<file path="config.mk">
export PLATFORM = sky130hd
export DESIGN_NAME = regs_dump_reader
export DESIGN_NICKNAME = d
export VERILOG_FILES = /design/src/rtl/regs_dump_reader.sv
export SDC_FILE = /design/constraint.sdc
export NUM_CORES = 1
export LEC_CHECK = 0
export CAP_MARGIN = 20
export CORE_MARGIN = 4
export CORE_UTILIZATION = 51
export CTS_BUF_LIST = sky130_fd_sc_hd__clkbuf_4
export CTS_CLUSTER_DIAMETER = 80
export CTS_CLUSTER_SIZE = 12
export DETAILED_ROUTE_END_ITERATION = 6
export PLACE_DENSITY = 0.95
export RECOVER_POWER = 50
export SLEW_MARGIN = 20
export SYNTH_ARGS = -nofsm -noshare
export SYNTH_HDL_FRONTEND = slang
export SYNTH_SLANG_ARGS = --single-unit
</file>
<file path="constraint.sdc">
create_clock -name clk -period 3.6 [get_ports clk]
set_input_delay 0.54 -clock clk [delete_from_list [all_inputs] [get_ports clk]]
set_output_delay 0.54 -clock clk [all_outputs]
set_load 0.1 [all_outputs]
</file>
<file path="src/rtl/regs_dump_reader.sv">
// regs_dump_reader: walks an 8x32 dual-read-port register file one pair per fetch
// and streams the mask-selected words over a valid/ready interface.
module regs_dump_reader (
  input  logic        clk,
  input  logic        cr,
  input  logic        start,
  input  logic [7:0]  mask,
  output logic [2:0]  Addr_A,
  output logic [2:0]  Addr_B,
  input  logic [31:0] QA,
  input  logic [31:0] QB,
  output logic        out_valid,
  input  logic        out_ready,
  output logic [31:0] out_data,
  output logic [2:0]  out_idx,
  output logic        out_last,
  output logic        busy,
  output logic        done
);
  typedef enum logic [2:0] {IDLE, FETCH, DRAIN_A, DRAIN_B, DONE} state_t;
  state_t      state_q, state_d;
  logic [1:0]  p_q, p_d;
  logic [7:0]  m_q, m_d;
  logic [31:0] bufa_q, bufa_d, bufb_q, bufb_d;
  logic        bit_a, bit_b, xfer;
  assign Addr_A = {p_q, 1'b0};
  assign Addr_B = {p_q, 1'b1};
  assign busy   = state_q != IDLE;
  assign done   = state_q == DONE;
  always_comb begin
    out_valid = state_q == DRAIN_A || state_q == DRAIN_B;
    out_idx   = out_valid ? {p_q, state_q == DRAIN_B} : 3'd0;
    out_data  = state_q == DRAIN_A ? bufa_q : state_q == DRAIN_B ? bufb_q : 32'd0;
    // last word: no selected register above the one being presented
    out_last  = out_valid && ((m_q >> out_idx) >> 1) == 8'd0;
    bit_a     = m_q[{p_q, 1'b0}];
    bit_b     = m_q[{p_q, 1'b1}];
    xfer      = out_valid && out_ready;
    bufa_d    = state_q == FETCH ? QA : bufa_q;
    bufb_d    = state_q == FETCH ? QB : bufb_q;
  end
  always_comb begin
    state_d = state_q;
    p_d     = p_q;
    m_d     = m_q;
    case (state_q)
      IDLE: if (start) begin
        m_d     = mask;
        p_d     = 2'd0;
        state_d = mask != 8'd0 ? FETCH : DONE;
      end
      FETCH: begin
        if (bit_a) state_d = DRAIN_A;
        else if (bit_b) state_d = DRAIN_B;
        else if (p_q == 2'd3) state_d = DONE;
        else p_d = p_q + 2'd1;
      end
      DRAIN_A: if (xfer) begin
        if (bit_b) state_d = DRAIN_B;
        else if (out_last) state_d = DONE;
        else begin
          state_d = FETCH;
          p_d     = p_q + 2'd1;
        end
      end
      DRAIN_B: if (xfer) begin
        if (out_last) state_d = DONE;
        else begin
          state_d = FETCH;
          p_d     = p_q + 2'd1;
        end
      end
      DONE: state_d = IDLE;
      default: state_d = IDLE;
    endcase
  end
  always_ff @(posedge clk or negedge cr) begin
    if (!cr) begin
      state_q <= IDLE;
      p_q     <= 2'd0;
      m_q     <= 8'd0;
      bufa_q  <= 32'd0;
      bufb_q  <= 32'd0;
    end else begin
      state_q <= state_d;
      p_q     <= p_d;
      m_q     <= m_d;
      bufa_q  <= bufa_d;
      bufb_q  <= bufb_d;
    end
  end
endmodule

</file>
== After elaboration in Yosys (flattened, before gate mapping) ==
Cells that the tools add are included.

* Register bits: 77
* Input bits: 76
* Output and inout bits: 45

* $add $sub $neg: 1
* Magnitude comparators: 2
* Eq/ne operators: 13
* Shift-type cells: 1
* Muxes and demuxes: 26
* Reduce and logical (&&, ||, !) cells: 11

{| class="wikitable"
|+ Operator list
! operator !! number
|-
| 32-bit two-way mux || 2
|-
| 3-bit two-way mux || 10
|-
| 2-bit two-way mux || 8
|-
| 2-bit != test (second input constant) || 7
|-
| 3-bit one-hot mux with 4 select lines || 1
|-
| 8-bit zero test || 1
|-
| 3-bit by 4-bit < comparator with 1-bit output (second input constant) || 2
|-
| 2-bit one-hot mux with 4 select lines || 1
|-
| 8-bit AND reduction || 1
|-
| 8-bit nonzero test || 1
|-
| 8-bit by 3-bit right shift with 8-bit output || 1
|-
| 3-bit by 2-bit equality test with 1-bit output (second input constant) || 2
|-
| 1-bit binary-select mux with 2-bit select || 2
|-
| 4-bit by 3-bit != test with 1-bit output (second input constant) || 1
|-
| 4-bit AND reduction || 1
|-
| 4-bit nonzero test || 1
|-
| 3-bit by 1-bit equality test with 1-bit output (second input constant) || 1
|-
| 3-bit equality test (second input constant) || 1
|-
| 3-bit zero test || 1
|-
| 3-bit nonzero test || 1
|-
| 2-bit by 1-bit adder with 2-bit output (second input constant) || 1
|-
| 2-bit equality test (second input constant) || 1
|-
| 1-bit logical AND || 2
|-
| 1-bit two-way mux || 2
|-
| other kinds (2) || 2
|}

== Depth between registers and ports, before layout ==
Gate-level depths: netlist of the first run.

* Depth in word-level cells: 10
* Mapped depth: 11
* Gate-level depth less buffers: 9

== Least setup slack after synthesis of the first run ==
No wires, ideal clock.

* Kind: register -> output
* Start point: register state_q[0]
* End point: output done
* Arrival time: 3269 ps
* Required time: 3060 ps
* Path slack: -209 ps
* Cell stages (with the launch flop): 5
* Path through: dfrtp_1 -> clkbuf_1 -> clkbuf_1 -> clkbuf_1 -> nor3b_1

* Cells in the longest elaborated chain, start to end: 1

{| class="wikitable"
|+ Ends and longest elaborated chain
! element !! RTL line !! source
|-
| start, declared || 21 || <nowiki>state_t state_q, state_d;</nowiki>
|-
| start signal, assigned || 85 || <nowiki>state_q <= state_d;</nowiki>
|-
| 3-bit equality test || 29 || <nowiki>assign done = state_q == DONE;</nowiki>
|-
| end, declared || 18 || <nowiki>output logic done</nowiki>
|}

No other way between the ends.

== Final worst setup path of the first run ==
* Start point: register state_q[0]
* End point: output out_last

* Cells in the longest elaborated chain, start to end: 6

{| class="wikitable"
|+ Ends and longest elaborated chain
! element !! RTL line !! source
|-
| 3-bit by 2-bit equality test with 1-bit output, on equally long branches || 31, 32 ||
|-
| 1-bit logical OR || 31 || <nowiki>out_valid = state_q == DRAIN_A || state_q == DRAIN_B;</nowiki>
|-
| 3-bit two-way mux || 32 || <nowiki>out_idx = out_valid ? {p_q, state_q == DRAIN_B} : 3'd0;</nowiki>
|-
| 8-bit by 3-bit right shift with 8-bit output || 35 || <nowiki>out_last = out_valid && ((m_q >> out_idx) >> 1) == 8'd0;</nowiki>
|-
| 8-bit zero test || 35 ||
|-
| 1-bit logical AND * || 35 ||
|-
| end, declared || 16 || <nowiki>output logic out_last,</nowiki>
|}

Every way passes the cells marked *; elsewhere a longest branch is shown, timed or not.

==> results_dict.tcl, run 1 <==
set metrics [dict create \
    hold_path_class "reg -> reg" \
    cts.sinks 77 \
    grt_first_pass_wirelength_um 13500 \
    yosys_warnings 0 \
    finalNetCount 483 \
    synth_cell_types 38 \
    synth_edf_count 0 \
    num_antenna_cells 0 \
    gp_congestion 0.844 \
    hpwl_um 6060 \
    cap_violations 2 \
    slew-limit-headroom -0.233 \
    fin_skew_ns 0.0221 \
    r2r_setup_slack_ns 0.48 \
    die_area_sq_um 8630 \
    status "finished with violations" \
    synth_ff_type "dfrtp_1" \
    required_ns 3.06 \
    synth.yosys.seq_area_share 0.524 \
    h-tree-depth 3 \
    synth.area.top_cells "dfrtp_1 52%, mux2_2 22%, mux2i_1 8.7%" \
    die_h_um 92.9 \
    dr.pass1.iters 4 \
    async_reset_ff_frac 1.00 \
    fmaxAchievable_mhz 315 \
    top_level_ports 121 \
    period_needed_ns 3.17 \
    vias 2718 \
    ctsResizeCount 0 \
    final-setup-viol-count 0 \
    drv_slew 144 \
    netlist_instances 297 \
    cts_buffer_depth 2 \
    clkLatencyLatePin_ns 0.40 \
    drt_iter0_drc 127 \
    grt_overflow 0 \
    netlist_area_sq_um 3680 \
    post_cts_buffers 0 \
    hold_buffers 0 \
    final-hold-violation-count 0 \
    track_usage 0.198 \
    rsz0062_at_grt "false" \
    die_x_um 92.9 \
    route.detailed.wl_per_inst_um 16.3 \
    cts_inserted_buffers 9 \
    syn_to_final_growth_pct 35.1 \
    hold_slack_ns 0.518 \
    drtAntennaViolNets 0 \
    core-area_sq_um 6910 \
    ys_ff_latch 77 \
    viasPerCell 5.37 \
    initial_core_util 0.532 \
    violations "max-capacitance violations, max-slew violations" \
    crit_type "reg -> out" \
    critPathMaxFanout 23 \
    clkSlewWorstSetupHoldPaths_ns 0.12 \
    grt_max_degree 78 \
    cp.arrival_ns 2.63 \
    syn-num-nets 374 \
    worstSetupStartpointType "register" \
    wirelength_um 8220 \
    grt_pass1_vias 2818 \
    end_kind "output pin" \
    synth_top_area_cell "dfrtp_1" \
    final_layout_size_suffix_gt1_frac 0.332 \
    fin_crit_sh 0.881 \
    grt_antenna_before_repair 0 \
    tightest_slew_ns 1.85 \
    std_cell_rows 30 \
    ys_top_cells_by_count "77 x dfrtp_1, 72 x mux2_2, 39 x nor2_1" \
    route.detailed.drc 0 \
    cts_root_buf "clkbuf_4" \
    yosysMostFrequentCell "dfrtp_1" \
    tns_ns 0 \
    cts_tree "built" \
    avgSynthCellArea_sq_um 12.4 \
    portBuffers 118 \
    synth_top_area_frac 0.524 \
]
-- per-layer routing --
layer | track usage | vias to the layer above | share of wire
met2 | 0.336 | 99 | 0.52
met1 | 0.253 | 1353 | 0.41
met5 | 0 | - | 0
li1 | - | 1255 | -
met3 | 0.0406 | 11 | 0.063
met4 | 0.0659 | 0 | 0.012
-- per-stage QoR --
stage / instance area [sq um] / cells / util / setup WS (ns)
global placement: 4840 / 491 / 0.700 / 0.938
floorplan: 3680 / 297 / - / 0.148
finish: 4970 / 506 / 0.719 / 0.429
detailed placement: 4840 / 491 / 0.700 / 0.869
global route: 4970 / 506 / 0.719 / 0.222
CTS: 4980 / 506 / 0.722 / 0.413
-- worst paths after layout --
kind | start | depth (start not counted) | end
max in group asynchronous | cr | 1 | state_q[0]
worst max register to register | state_q[0] | 6 | state_q[1]
worst min-delay path | bufa_q[31] | 1 | bufa_q[31]
worst max-delay path | state_q[0] | 7 | out_last
min in group asynchronous | cr | 1 | bufa_q[26]
worst min register to register | bufa_q[31] | 1 | bufa_q[31]
-- final cells by class --
cell class                      instances  area, sq um
Tap cell                               96          120
Timing Repair Buffer                  121         1110
Clock inverter                          6         78.8
Fill cell                             508         1940
Sequential cell                        77         1930
Clock buffer                            9         67.6
Multi-Input combinational cell        190         1630
Inverter                                7         26.3
-- worst max-delay path, stage by stage (launching register included) --
cell and delay, ns:
dfrtp_2 0.77, nand3b_1 0.34, nor3_1 0.24, a2111oi_0 0.11
nor3_1 0.34, nand2_1 0.13, inv_1 0.13, buf_12 0.18
-- sequential cells by signal, summed over array words and instances (netlist names) --
signal / count
bufa_q: 32
m_q: 8
p_q: 2
bufb_q: 32
state_q: 3
-- placed cells by master (no fill, tap or decap), types with 3 or more instances in the layout --
master            n
o21ai_1           3
nor3_1            5
buf_4            40
clkdlybuf4s50_1  78
mux2i_1          32
clkbuf_4          9
mux2_2           72
nand2b_1          4
inv_1             5
nor2_1           38
clkinv_1          4
dfrtp_1          76
-- kinds of logic (layout without fill, tap and decap cells) --
| group | Yosys count | in the layout | share of synthesized area |
|---|---|---|---|
| AOI/OAI and AO/OA | 18 | 18 | 0.0344 |
| buffers and inverters | 30 | 143 | 0.0351 |
| other | 2 | 2 | 0.00204 |
| DFF | 77 | 77 | 0.524 |
| and+or+nand+nor | 63 | 63 | 0.0810 |
| adders and majority gates | 1 | 1 | 0.00340 |
| muxes | 106 | 106 | 0.320 |
Power of run 1 is left out: the tool's default activity adds up to more than one toggle a clock period on the data nets, which glitch-free logic cannot reach.
==> inputs of run 2 (changes only) <==
Settings changed: CELL_PAD_IN_SITES_DETAIL_PLACEMENT set to 1, CELL_PAD_IN_SITES_GLOBAL_PLACEMENT set to 2, CORE_UTILIZATION 51 to 32.
==> results_dict.tcl, run 2 (same netlist as run 1, synthesis figures left out) <==
set metrics [dict create \
    status "finished with violations" \
    violations "max-capacitance violations, max-slew violations" \
    worstSetupStartpointType "register" \
    end_kind "output pin" \
    period_needed_ns 3.19 \
    tightest_slew_ns 1.91 \
    rsz0062_at_grt "false" \
    required_ns 3.06 \
    syn_to_final_growth_pct 36.6 \
    die_h_um 115 \
    r2r_start "p_q[0]" \
    cts_tree "built" \
    slowest_stage "dfrtp_2" \
    portBuffers 118 \
    crit_type "reg -> out" \
    grt_overflow 0 \
    drv_slew 78 \
    die_x_um 115 \
    mostFrequentLayoutCell "clkdlybuf4s50_1" \
    ctsResizeCount 0 \
    wirelength_um 9660 \
    fin_crit_sh 0.885 \
    cts_inserted_buffers 9 \
    final_layout_size_suffix_gt1_frac 0.336 \
    biggestRegsByFlops "bufa_q: 32 flops, bufb_q: 32 flops, m_q: 8 flops" \
    cp.arrival_ns 2.65 \
    reg2reg_depth 6 \
    drt_iter0_drc 72 \
    tns_ns 0 \
    fin_skew_ns 0.00740 \
    grt_pass1_vias 3046 \
    initial_core_util 0.333 \
    final-setup-viol-count 0 \
    top_level_ports 121 \
    finalNetCount 483 \
    cts_buffer_depth 2 \
    slew-limit-headroom -0.271 \
    final_cell_mix "78 x clkdlybuf4s50_1, 76 x dfrtp_1, 72 x mux2_2" \
    path_cells "buf_4 > nand2b_1 > a211oi_1 > nor3_1 > nand2_1 > inv_1 > buf_12" \
    drtAntennaViolNets 0 \
    critPathMaxFanout 22 \
    dr.pass1.iters 4 \
    cp-startpoint "state_q[0]" \
    fmaxAchievable_mhz 314 \
    hp-start "bufb_q[20]" \
    viasPerCell 4.83 \
    hpwl_um 7000 \
    cts_root_buf "clkbuf_4" \
    hold_buffers 0 \
    holdPathStages 1 \
    core-area_sq_um 11000 \
    h-tree-depth 3 \
    fillers 1194 \
    grt_first_pass_wirelength_um 15500 \
    die_area_sq_um 13300 \
    hold_path_class "reg -> reg" \
    vias 2668 \
    cts.sinks 77 \
    std_cell_rows 38 \
    clkSlewWorstSetupHoldPaths_ns 0.12 \
    clkLatencyLatePin_ns 0.41 \
    final-hold-violation-count 0 \
    grt_max_degree 78 \
    route.detailed.drc 0 \
    route.detailed.wl_per_inst_um 17.5 \
    cap_violations 1 \
    track_usage 0.149 \
    gp_congestion 0.833 \
    grt_antenna_before_repair 0 \
    post_cts_buffers 0 \
    cpPeakStageDelay_ns 0.74 \
]
run 2: changes by cell type in the layout (fill, tap and decap cells not counted):
cell       before  now
clkbuf_4        9   11
clkinv_1        4    2
clkinv_2        0    2
buf_12          1    2
buf_4          40   39
bufinv_16       2    1
clkbuf_1        0    1
clkbuf_2        2    1
diode_2         0    1
run 2: cell type report:
type | count | area [sq um] | share of cell area
Clock inverter | 5 | 51.3 | 0.0102
Inverter | 7 | 26.3 | 0.00523
Tap cell | 140 | 175 | 0.0349
Timing Repair Buffer | 121 | 1120 | 0.223
Clock buffer | 11 | 82.6 | 0.0164
Multi-Input combinational cell | 190 | 1630 | 0.325
Sequential cell | 77 | 1930 | 0.384
Antenna cell | 1 | 2.50 | 0.000498
run 2: final timing paths:
kind	to	slack (ns)
worst max-delay path	out_last	0.41
worst min-delay path	bufb_q[20]	0.52
worst max register to register	p_q[1]	1.07
worst min register to register	bufb_q[20]	0.52
max in group asynchronous	state_q[0]	1.69
min in group asynchronous	bufa_q[17]	0.65
run 2: routing by layer:
| layer | vias to the layer above | share of wire | wire, um | track usage |
|---|---|---|---|---|
| met5 | - | 0 | 0 | 0 |
| met4 | 0 | 0.016 | 152 | 0.0438 |
| met3 | 15 | 0.060 | 581 | 0.0426 |
| met2 | 80 | 0.50 | 4790 | 0.250 |
| met1 | 1319 | 0.43 | 4130 | 0.188 |
| li1 | 1254 | - | - | - |
run 2: per-stage QoR:
step	setup slack [ns]	utilization	hold slack [ns]	instance area, sq um	std cells
after floorplan	0.148	-	0.244	3680	297
after global placement	0.873	0.444	0.489	4890	535
after global routing	0.196	0.455	0.543	5020	551
after CTS	0.333	0.456	0.295	5030	551
after detailed placement	0.813	0.444	0.497	4890	535
final	0.415	0.455	0.521	5020	552
run 2: worst max-delay path: cells and delay by family (launching register included):
family	cells	cell delay, ns
buffers and inverters	3	0.78
and+or+nand+nor	3	0.64
DFF	1	0.74
AOI/OAI and AO/OA	1	0.07
Power of run 2 is left out for the same reason.
==> inputs of run 3 (changes only) <==
Settings changed: CAP_MARGIN 20 to not set, TNS_END_PERCENT set to 50.
Clock period 3.6 ns to 4.15 ns, I/O delays scaled along.
==> results_dict.tcl, run 3 (same netlist as run 1, synthesis figures left out) <==
set metrics [dict create \
    status "finished with violations" \
    violations "max-capacitance violations, max-slew violations" \
    post_cts_buffers 0 \
    grt_first_pass_wirelength_um 15000 \
    vias 2691 \
    fin_crit_sh 0.820 \
    end_kind "output pin" \
    fmaxAchievable_mhz 294 \
    final_cell_mix "81 x clkdlybuf4s50_1, 76 x dfrtp_1, 72 x mux2_2" \
    cts.sinks 77 \
    clkLatencyLatePin_ns 0.42 \
    hold_slack_ns 0.521 \
    finalNetCount 484 \
    route.detailed.drc 0 \
    cts_tree "built" \
    core-area_sq_um 11000 \
    num_antenna_cells 0 \
    portBuffers 118 \
    track_usage 0.144 \
    final-setup-viol-count 0 \
    h-tree-depth 3 \
    cpPeakStageDelay_ns 1.14 \
    required_ns 3.53 \
    clkSlewWorstSetupHoldPaths_ns 0.13 \
    area.sequential_sq_um 1930 \
    viasPerCell 4.88 \
    mostFrequentLayoutCell "clkdlybuf4s50_1" \
    route.detailed.wl_per_inst_um 16.8 \
    top_level_ports 121 \
    tightest_slew_ns 2.24 \
    grt_antenna_before_repair 0 \
    die_h_um 115 \
    drtAntennaViolNets 0 \
    critPathMaxFanout 25 \
    hold_buffers 0 \
    cts_inserted_buffers 9 \
    slew-limit-headroom -0.491 \
    grt_overflow 0 \
    fillers 1216 \
    gp_congestion 0.759 \
    die_area_sq_um 13300 \
    tns_ns 0 \
    cap_violations 2 \
    hold_path_class "reg -> reg" \
    biggestRegsByFlops "bufa_q: 32 flops, bufb_q: 32 flops, m_q: 8 flops" \
    wirelength_um 9250 \
    grt_max_degree 78 \
    initial_core_util 0.333 \
    dr.pass1.iters 4 \
    path_cells "nand3b_1 > inv_1 > clkdlybuf4s50_1" \
    cts_buffer_depth 2 \
    std_cell_rows 38 \
    final-hold-violation-count 0 \
    die_x_um 115 \
    cp.arrival_ns 2.78 \
    syn_to_final_growth_pct 37.3 \
    slowest_stage "clkdlybuf4s50_1" \
    drt_iter0_drc 82 \
    ctsResizeCount 0 \
    multi_input_area_sq_um 1620 \
    final_layout_size_suffix_gt1_frac 0.318 \
    crit_type "reg -> out" \
    cts_root_buf "clkbuf_4" \
    worstSetupStartpointType "register" \
    period_needed_ns 3.40 \
    grt_pass1_vias 3020 \
    hpwl_um 6820 \
    drv_slew 73 \
    rsz0062_at_grt "false" \
    fin_skew_ns 0.0257 \
]
## run 3: cell count changes in the layout (fill, tap and decap cells not counted), moves of 2 or more
| cell | previous run | this run |
|---|---|---|
| clkinv_2 | 2 | 0 |
| clkinv_4 | 0 | 2 |
| clkbuf_4 | 11 | 9 |
| buf_4 | 39 | 35 |
| clkdlybuf4s50_1 | 78 | 81 |
| clkbuf_1 | 1 | 4 |
## run 3: routing by layer
layer	vias up	routed length [um]	global-route usage
met5	-	0	0
met4	0	143	0.0430
met3	14	522	0.0389
met2	77	4840	0.252
met1	1348	3750	0.173
li1	1252	-	-
## run 3: area by class of cell
class,count,share of cell area
clock buffer,9,0.0134
clock inverter,7,0.0193
inverter,7,0.00521
multi-input combinational,190,0.322
sequential,77,0.382
tap,140,0.0347
timing repair buffer,122,0.224
## run 3: worst max-delay path, delay by kind of cell (launching register included)
family        cells  cell delay, ns
flops             1            0.77
simple gates      1            0.33
buf+inv           2            1.27
## run 3: final timing paths
kind	startpoint	end	slack (ns)	cells after the start
setup / recovery	state_q[0]	out_idx[0]	0.75	3
max in group asynchronous	cr	bufa_q[17]	2.02	1
min in group asynchronous	cr	bufb_q[10]	0.86	1
hold / removal	bufa_q[29]	bufa_q[29]	0.52	1
hold reg to reg	bufa_q[29]	bufa_q[29]	0.52	1
setup reg to reg	state_q[0]	bufa_q[17]	1.12	4
## run 3: through the flow
step	cell area, sq um	util	setup WS, ns	cells
6_report	5050	0.457	0.748	552
5_1_grt	5050	0.457	0.510	552
4_1_cts	5050	0.457	0.664	551
3_5_place_dp	4880	0.442	1.15	535
3_3_place_gp	4880	0.442	1.21	535
2_1_floorplan	3680	-	0.259	297
Power of run 3 is left out for the same reason.
